`src/rtl/dmem_monitor_pkg.sv`:
```
// Shared types and constants for the data-memory pass/fail monitor.
package dmem_monitor_pkg;

  localparam int unsigned DEF_DEPTH       = 64;
  localparam int unsigned DEF_PASS_ADR    = 100;
  localparam int unsigned DEF_PASS_DATA   = 7;
  localparam int unsigned DEF_SCRATCH_ADR = 96;
  localparam int unsigned DEF_TIMEOUT     = 1024;

  localparam int unsigned DATA_W = 32;
  localparam int unsigned CNT_W  = 16;
  localparam int unsigned WD_W   = 32;

  typedef enum logic [1:0] {
    ST_RUN     = 2'b00,
    ST_PASS    = 2'b01,
    ST_FAIL    = 2'b10,
    ST_TIMEOUT = 2'b11
  } state_e;

  localparam logic [1:0] STATUS_RUN     = 2'b00;
  localparam logic [1:0] STATUS_PASS    = 2'b01;
  localparam logic [1:0] STATUS_FAIL    = 2'b10;
  localparam logic [1:0] STATUS_TIMEOUT = 2'b11;

endpackage

```
`src/rtl/dmem_ram.sv`:
```
// Word-addressed data RAM: asynchronous read, synchronous write, no reset.
module dmem_ram
  import dmem_monitor_pkg::*;
#(
  parameter int unsigned DEPTH = DEF_DEPTH,
  localparam int unsigned AW   = $clog2(DEPTH)
) (
  input  logic              clk,
  input  logic              we,
  input  logic [AW-1:0]     addr,
  input  logic [DATA_W-1:0] wdata,
  output logic [DATA_W-1:0] rdata
);

  logic [DATA_W-1:0] mem_q [DEPTH];

  always_ff @(posedge clk) begin
    if (we) begin
      mem_q[addr] <= wdata;
    end
  end

  assign rdata = mem_q[addr];

endmodule

```
`src/rtl/dmem_monitor.sv`:
```
// Data memory plus a store-watching monitor that decides pass/fail/timeout
// for a self-checking CPU program.
module dmem_monitor
  import dmem_monitor_pkg::*;
#(
  parameter int unsigned DEPTH       = DEF_DEPTH,
  parameter int unsigned PASS_ADR    = DEF_PASS_ADR,
  parameter int unsigned PASS_DATA   = DEF_PASS_DATA,
  parameter int unsigned SCRATCH_ADR = DEF_SCRATCH_ADR,
  parameter int unsigned TIMEOUT     = DEF_TIMEOUT
) (
  input  logic              clk,
  input  logic              reset,
  input  logic              MemWrite,
  input  logic [DATA_W-1:0] DataAdr,
  input  logic [DATA_W-1:0] WriteData,
  output logic [DATA_W-1:0] ReadData,
  output logic              Done,
  output logic              Pass,
  output logic [1:0]        Status,
  output logic [CNT_W-1:0]  StoreCount
);

  localparam int unsigned AW = $clog2(DEPTH);

  state_e            state_q, state_d;
  logic [WD_W-1:0]   wd_q, wd_d;
  logic [CNT_W-1:0]  cnt_q, cnt_d;

  logic              in_range_c;
  logic [AW-1:0]     idx_c;
  logic [DATA_W-1:0] ram_rdata;
  logic              pass_store_c;
  logic              fail_store_c;
  logic              wd_expire_c;

  // Address decode: word-aligned and inside the RAM window.
  always_comb begin
    in_range_c = (DataAdr[DATA_W-1:AW+2] == '0) && (DataAdr[1:0] == 2'b00);
    idx_c      = DataAdr[AW+1:2];
  end

  dmem_ram #(.DEPTH(DEPTH)) u_ram (
    .clk   (clk),
    .we    (MemWrite && in_range_c),
    .addr  (idx_c),
    .wdata (WriteData),
    .rdata (ram_rdata)
  );

  always_comb begin
    ReadData = in_range_c ? ram_rdata : '0;
  end

  // Store classification and watchdog expiry for the current edge.
  always_comb begin
    pass_store_c = MemWrite && (DataAdr == DATA_W'(PASS_ADR))
                   && (WriteData == DATA_W'(PASS_DATA));
    fail_store_c = MemWrite && !pass_store_c
                   && (DataAdr != DATA_W'(SCRATCH_ADR));
    wd_expire_c  = (wd_q == WD_W'(TIMEOUT - 1));
  end

  // State register, watchdog and store counter.
  always_ff @(posedge clk) begin
    state_q <= state_d;
    wd_q    <= wd_d;
    cnt_q   <= cnt_d;
  end

  // Next state: store decisions take priority over watchdog expiry.
  always_comb begin
    state_d = state_q;
    wd_d    = wd_q;
    cnt_d   = cnt_q;
    if (reset) begin
      state_d = ST_RUN;
      wd_d    = '0;
      cnt_d   = '0;
    end else if (state_q == ST_RUN) begin
      wd_d = wd_q + WD_W'(1);
      if (MemWrite && (cnt_q != {CNT_W{1'b1}})) begin
        cnt_d = cnt_q + CNT_W'(1);
      end
      if (pass_store_c) begin
        state_d = ST_PASS;
      end else if (fail_store_c) begin
        state_d = ST_FAIL;
      end else if (wd_expire_c) begin
        state_d = ST_TIMEOUT;
      end
    end
  end

  // Outputs decoded from the state register only.
  always_comb begin
    Done   = 1'b0;
    Pass   = 1'b0;
    Status = STATUS_RUN;
    case (state_q)
      ST_PASS: begin
        Done   = 1'b1;
        Pass   = 1'b1;
        Status = STATUS_PASS;
      end
      ST_FAIL: begin
        Done   = 1'b1;
        Status = STATUS_FAIL;
      end
      ST_TIMEOUT: begin
        Done   = 1'b1;
        Status = STATUS_TIMEOUT;
      end
      default: ;
    endcase
  end

  assign StoreCount = cnt_q;

endmodule

```
`config.mk`:
```
export PLATFORM = sky130hd
export DESIGN_NAME = dmem_monitor
export DESIGN_NICKNAME = d
export VERILOG_FILES = /design/src/rtl/dmem_monitor_pkg.sv /design/src/rtl/dmem_ram.sv /design/src/rtl/dmem_monitor.sv
export SDC_FILE = /design/constraint.sdc
export NUM_CORES = 2
export LEC_CHECK = 0
export BUFFER_PORTS_ARGS = -buffer_cell sky130_fd_sc_hd__buf_2
export CORE_MARGIN = 4
export CORE_UTILIZATION = 50
export DETAILED_ROUTE_END_ITERATION = 12
export GPL_ROUTABILITY_DRIVEN = 0
export PLACE_DENSITY_LB_ADDON = 0.05
export SYNTH_ARGS = -nofsm -noshare
export SYNTH_HDL_FRONTEND = slang
export SYNTH_SLANG_ARGS = --single-unit
```
`constraint.sdc`:
```
create_clock -name clk -period 10.4 [get_ports clk]
set_input_delay 0.52 -clock clk [delete_from_list [all_inputs] [get_ports clk]]
set_output_delay 0.52 -clock clk [all_outputs]
set_load 0.02 [all_outputs]
```
# [Word level (Yosys, flattened, before mapping)]
# Memory sizes are Yosys's and may differ from the RTL's.
# Index checks and enable logic that the tools add are counted.
# Widths: inputs -> output; s select.
[op_classes] n_addsub=2 n_mul=0 div_mod_pow=0 magnitude_cmp=0 n_eq_ne=8 n_shift=0 mux=9 bitwise_logic=0 n_reduce_logical=15
[ops] op="$add 32x1->32 const B" n=1
[ops] op="$eq 32x10->1 const B" n=1
[ops] op="$eq 32x3->1 const B" n=1
[ops] op="$eq 32x7->1 const B" n=1
[ops] op="$mux 32" n=1
[ops] op="$ne 32x7->1 const B" n=1
[ops] op="$logic_not 24->1" n=1
[ops] op="$add 16x1->16 const B" n=1
[ops] op="$ne 16x16->1 const B" n=1
[ops] op="$logic_and 1x1->1" n=7
[ops] op="$mux 2" n=3
[ops] op="$pmux 2 s3" n=1
[ops] op="$eq 2x2->1 const B" n=2
[ops] op="$logic_not 2->1" n=2
[ops] op="$mux 1" n=4
[ops] op="$reduce_and 2->1" n=2
[ops] op="$reduce_bool 3->1" n=1
[ops] op="$reduce_or 3->1" n=1
[ops] op="$eq 2x1->1 const B" n=1
[ops] op="$logic_not 1->1" n=1
[totals] register_bits=50 latchBits=0 mem_bits_rw=2048 rom_bits=0 out_inout_bits=52 elab_cells=38 mem_count=1
[memory_table] memory="u_ram.mem_q" words=64 word_bits=32 read_ports=1 rd_ports_with_merged_regs=0 wr=1 line_no="dmem_ram.sv:15" text="logic [DATA_W-1:0] mem_q [DEPTH];"

# [Longest topological paths before layout]
[logic_depth] word_depth=8 mapped_depth=9 mapped_depth_nobuf=6

# [Hierarchy]
# A second synthesis with hierarchy kept.
[hier_totals] cells_unflattened=4552 area_unflattened_um2=81061.5
[by_module_without_submodules] module="dmem_ram" instances=1 cells_each=4207 area_per_inst_um2=78287.6 seq_area_each_um2=61499.0
[by_module_without_submodules] module="dmem_monitor" instances=1 cells_each=345 area_per_inst_um2=2773.9 seq_area_each_um2=1001.0

# [Least setup slack after synthesis]
# Ideal clock, no wire load.
[synth_timing] path_kind="input port to flip-flop" from="in DataAdr[13]" to="mem u_ram.mem_q[39][0] (enable)" arrival_ns=4.778 required_ns=9.898 slack_ns=5.120 stages=6 n_path_buf=2 cell_sequence="nor4_1 -> nand4_1 -> or2_2 -> buf_2 -> clkbuf_1 -> nor4_1"
[synth_via] elab_chain_len=5
[synth_rtl] item="from (decl)" line_no="dmem_monitor.sv:15" text="input logic [DATA_W-1:0] DataAdr,"
[synth_rtl] item="$logic_not 24->1" line_no="dmem_monitor.sv:39" text="in_range_c = (DataAdr[DATA_W-1:AW+2] == '0) && (DataAdr[1:0] == 2'b00);"
[synth_rtl] item="$logic_and 1x1->1" line_no="dmem_monitor.sv:39"
[synth_rtl] item="$logic_and 1x1->1" line_no="dmem_monitor.sv:45" text=".we (MemWrite && in_range_c),"
[synth_rtl] item="$mux 1" line_no="dmem_ram.sv:18" text="if (we) begin"
[synth_rtl] item="$mux 1 (not written as such)" line_no="dmem_ram.sv:19" text="mem_q[addr] <= wdata;"
[synth_rtl] item="to (decl)" line_no="dmem_ram.sv:15"
# No other way between the ends.

# [Final worst setup path]
[layout_timing] from="in DataAdr[3]" to="out ReadData[20]"
[layout_via] elab_chain_len=2
[layout_rtl] item="$mem_v2 64x32"
[layout_rtl] item="$mux 32" line_no="dmem_monitor.sv:52" text="ReadData = in_range_c ? ram_rdata : '0;"
[layout_rtl] item="to (decl)" line_no="dmem_monitor.sv:17" text="output logic [DATA_W-1:0] ReadData,"
# No other way between the ends.

==> impl_metrics.ini <==
[clock_tree]
clk_latency_ns = 0.81
cts_root_buf = clkbuf_16
cts_setup_buffers = 0
cts_tree = done
clkSinkCount = 2098
numCtsBuffers = 210
clock_path_buffers = 3
clk_pin_slew_ns = 0.06
cts_hold_buf = 0
cts.repair.resized = 0
htree_levels = 4

[hold_path]
hold_path.startpoint = WriteData[11]
worstHoldPathType = input pin to flop
holdPathEnd = u_ram.mem_q[62][11]$_DFFE_PP_
min_path_cells = 1

[sta]
timing.final.crit_share_pct = 54.06
finalSetupTns_ns = 0
setup_viol_count_final = 0
worstMarginPinSlew_ns = 1.396
hold_viol = 0
layout_min_cycle_time_ns = 5.623
relSlewSlack_pct = 6.701
final_max_slew_viol_count = 0
rsz0062_at_grt = false
max_freq_mhz = 177.9
fin_skew_ns = 0.006382

[power]
power.leakage_nw = 27.84
powerDensity_nw_per_um2 = 192.0
ir_drop_v = 0.0001666
total_power_mw = 17.37

[synthesis]
synth_top_cell_by_area = edfxtp_1
syn_area_sq_um = 79550
ys_seq_area_share_pct = 78.57
synth_cell_types = 49
synth.most_common_cell = edfxtp_1
netlist_instances = 3508
yosys_warnings = 0
synth-edff-count = 2048
synth_seq_cells = 2098
synthesis.nets = 3577
synth_top_cell_area_share_pct = 77.31
async_flop_share_pct = 0
synthTopCellsByCount = 2,048 x edfxtp_1, 512 x mux4_2, 256 x a22oi_1, 102 x clkbuf_1, 82 x nand4_1
avgSynthCellArea_sq_um = 22.68
synthFlopType = edfxtp_1
synth.area.top_cells = edfxtp_1 77%, mux4_2 14%, a22oi_1 2.4%

[final_layout]
area_growth_pct = 13.71
drive_gt1_share_pct = 29.54
nets = 3866

[floorplan]
die_area_sq_um = 165500
rows = 146
die_h_um = 406.9
start_util_pct = 50.29
die_x_um = 406.9
ios = 119
core-area_sq_um = 158200

[critical_path]
r2r_start = state_q[0]$_SDFFE_PP0P_
required_ns = 9.88
crit_fanout = 65
cp.arrival_ns = 5.10
r2r-end = wd_q[29]$_SDFFE_PP0P_
r2r_slack_ns = 8.22
critical_path.startpoint_type = input pin
worstSetupPathType = input pin to output pin
reg2reg_depth = 5
crit_path_end_kind = output pin

[routing]
drc = 0
via_per_inst = 6.871
avgRoutedWirePerCell_um = 42.30
drt_wl_total_um = 255700
drtIter0Drc = 6857
drtAntennaViolNets = 0
vias = 41540
first_pass_iters = 8

[run]
cap_violations = 0

[placed_design]
dp_hpwl_um = 139500
port_buffers = 118

[status]
status = finished clean

[grt]
gr-total-overflow = 0
grt_pass1_wl_um = 348400
antenna_found_initial = 10
grtUsageTotal_pct = 31.29
grt_max_degree = 123
first_global_vias = 41058
-- state kept, by name, summed over array words and instances (netlist names) --
name,flops
StoreCount,16
state_q,2
u_ram.mem_q,2048
wd_q,32
-- metal layers --
layer  GRT usage, %  wire [um]  vias to the layer above
met5              0         13                        -
met4          12.19      10720                        2
met3          6.972      26740                      465
met2          47.24     118000                     2711
met1          45.15     100200                    22635
li1               -          -                    15727
-- stage by stage --
| step | area (sq um) | hold slack, ns | instances | worst slack [ns] | utilization [%] |
|---|---|---|---|---|---|
| 2_1_floorplan | 79550 | 0.4487 | 3508 | 5.120 | - |
| 3_3_place_gp | 83640 | 0.4576 | 5653 | 4.973 | 52.87 |
| 3_5_place_dp | 83730 | 0.4749 | 5657 | 4.937 | 52.93 |
| 4_1_cts | 90440 | 0.01004 | 6040 | 4.941 | 57.17 |
| 5_1_grt | 90450 | 0.01272 | 6041 | 4.724 | 57.17 |
| 6_report | 90460 | 0.04775 | 6046 | 4.777 | 57.18 |
-- how the worst max path moves through the flow --
stage                      from                            to  slack [ns]  depth (start not counted)
floorplan           DataAdr[13]  u_ram.mem_q[39][0]$_DFFE_PP_        5.12                          6
finish               DataAdr[3]                  ReadData[20]        4.78                          9
global placement     DataAdr[3]                  ReadData[20]        4.97                          9
CTS                  DataAdr[3]                  ReadData[20]        4.94                          9
global route         DataAdr[3]                  ReadData[20]        4.72                          9
detailed placement   DataAdr[3]                  ReadData[24]        4.94                          9
-- layout by cell type, fill, tap and decap left out, types with 8 or more instances in the layout --
master	synthesis	routed
clkinv_1	0	53
clkbuf_16	0	218
a21oi_1	9	9
nand4_1	82	82
inv_1	8	8
nor3_1	14	10
or3_1	9	9
nand2_1	24	24
buf_12	0	9
buf_2	60	116
clkbuf_1	102	37
bufinv_16	0	19
a22oi_1	256	256
nor4_1	35	17
nor2b_4	0	16
buf_4	13	147
dfxtp_1	50	50
clkinv_2	0	42
xnor2_1	21	21
nor4_2	2	20
nor2_1	80	47
o21a_1	33	33
nand3_1	23	23
mux4_2	512	512
and3_1	9	9
nor2_4	0	33
xor2_1	14	14
edfxtp_1	2048	2048
-- critical path: stages --
cell and delay [ns]:
buf_8 0.42, buf_4 0.83, buf_4 0.93, buf_4 0.64
mux4_2 0.39, a22oi_1 0.26, nand4_1 0.18, o21a_1 0.40
buf_2 0.25
-- area by class of cell --
cell class	count	area, sq um
antenna	6	15.01
clock buffer	257	5622
clock inverter	126	1086
fill	11532	67740
inverter	8	30.03
multi-input combinational	1205	16720
sequential	2098	62500
tap	2072	2592
timing repair buffer	274	1894
-- power by group --
| part | total, mW | switching [mW] | internal, mW |
|---|---|---|---|
| clock | 7.43 | 3.15 | 4.28 |
| combinational | 0.657 | 0.429 | 0.228 |
| sequential | 9.28 | 0.00262 | 9.27 |
| total | 17.4 | 3.58 | 13.8 |
-- kinds of logic (layout without fill, tap and decap cells) --
family / after synthesis / count (layout) / synth area share [%]
other: 0 / 6 / 0
buffers and inverters: 205 / 665 / 1.151
AND/OR/NAND/NOR: 338 / 338 / 2.408
AO/OA/AOI/OAI: 315 / 315 / 2.921
multiplexers: 515 / 515 / 14.54
adder cells (fa/ha/maj): 2 / 2 / 0.03145
flip-flops: 2098 / 2098 / 78.57
XOR/XNOR: 35 / 35 / 0.3854
Power figures use the tool's default switching activity.
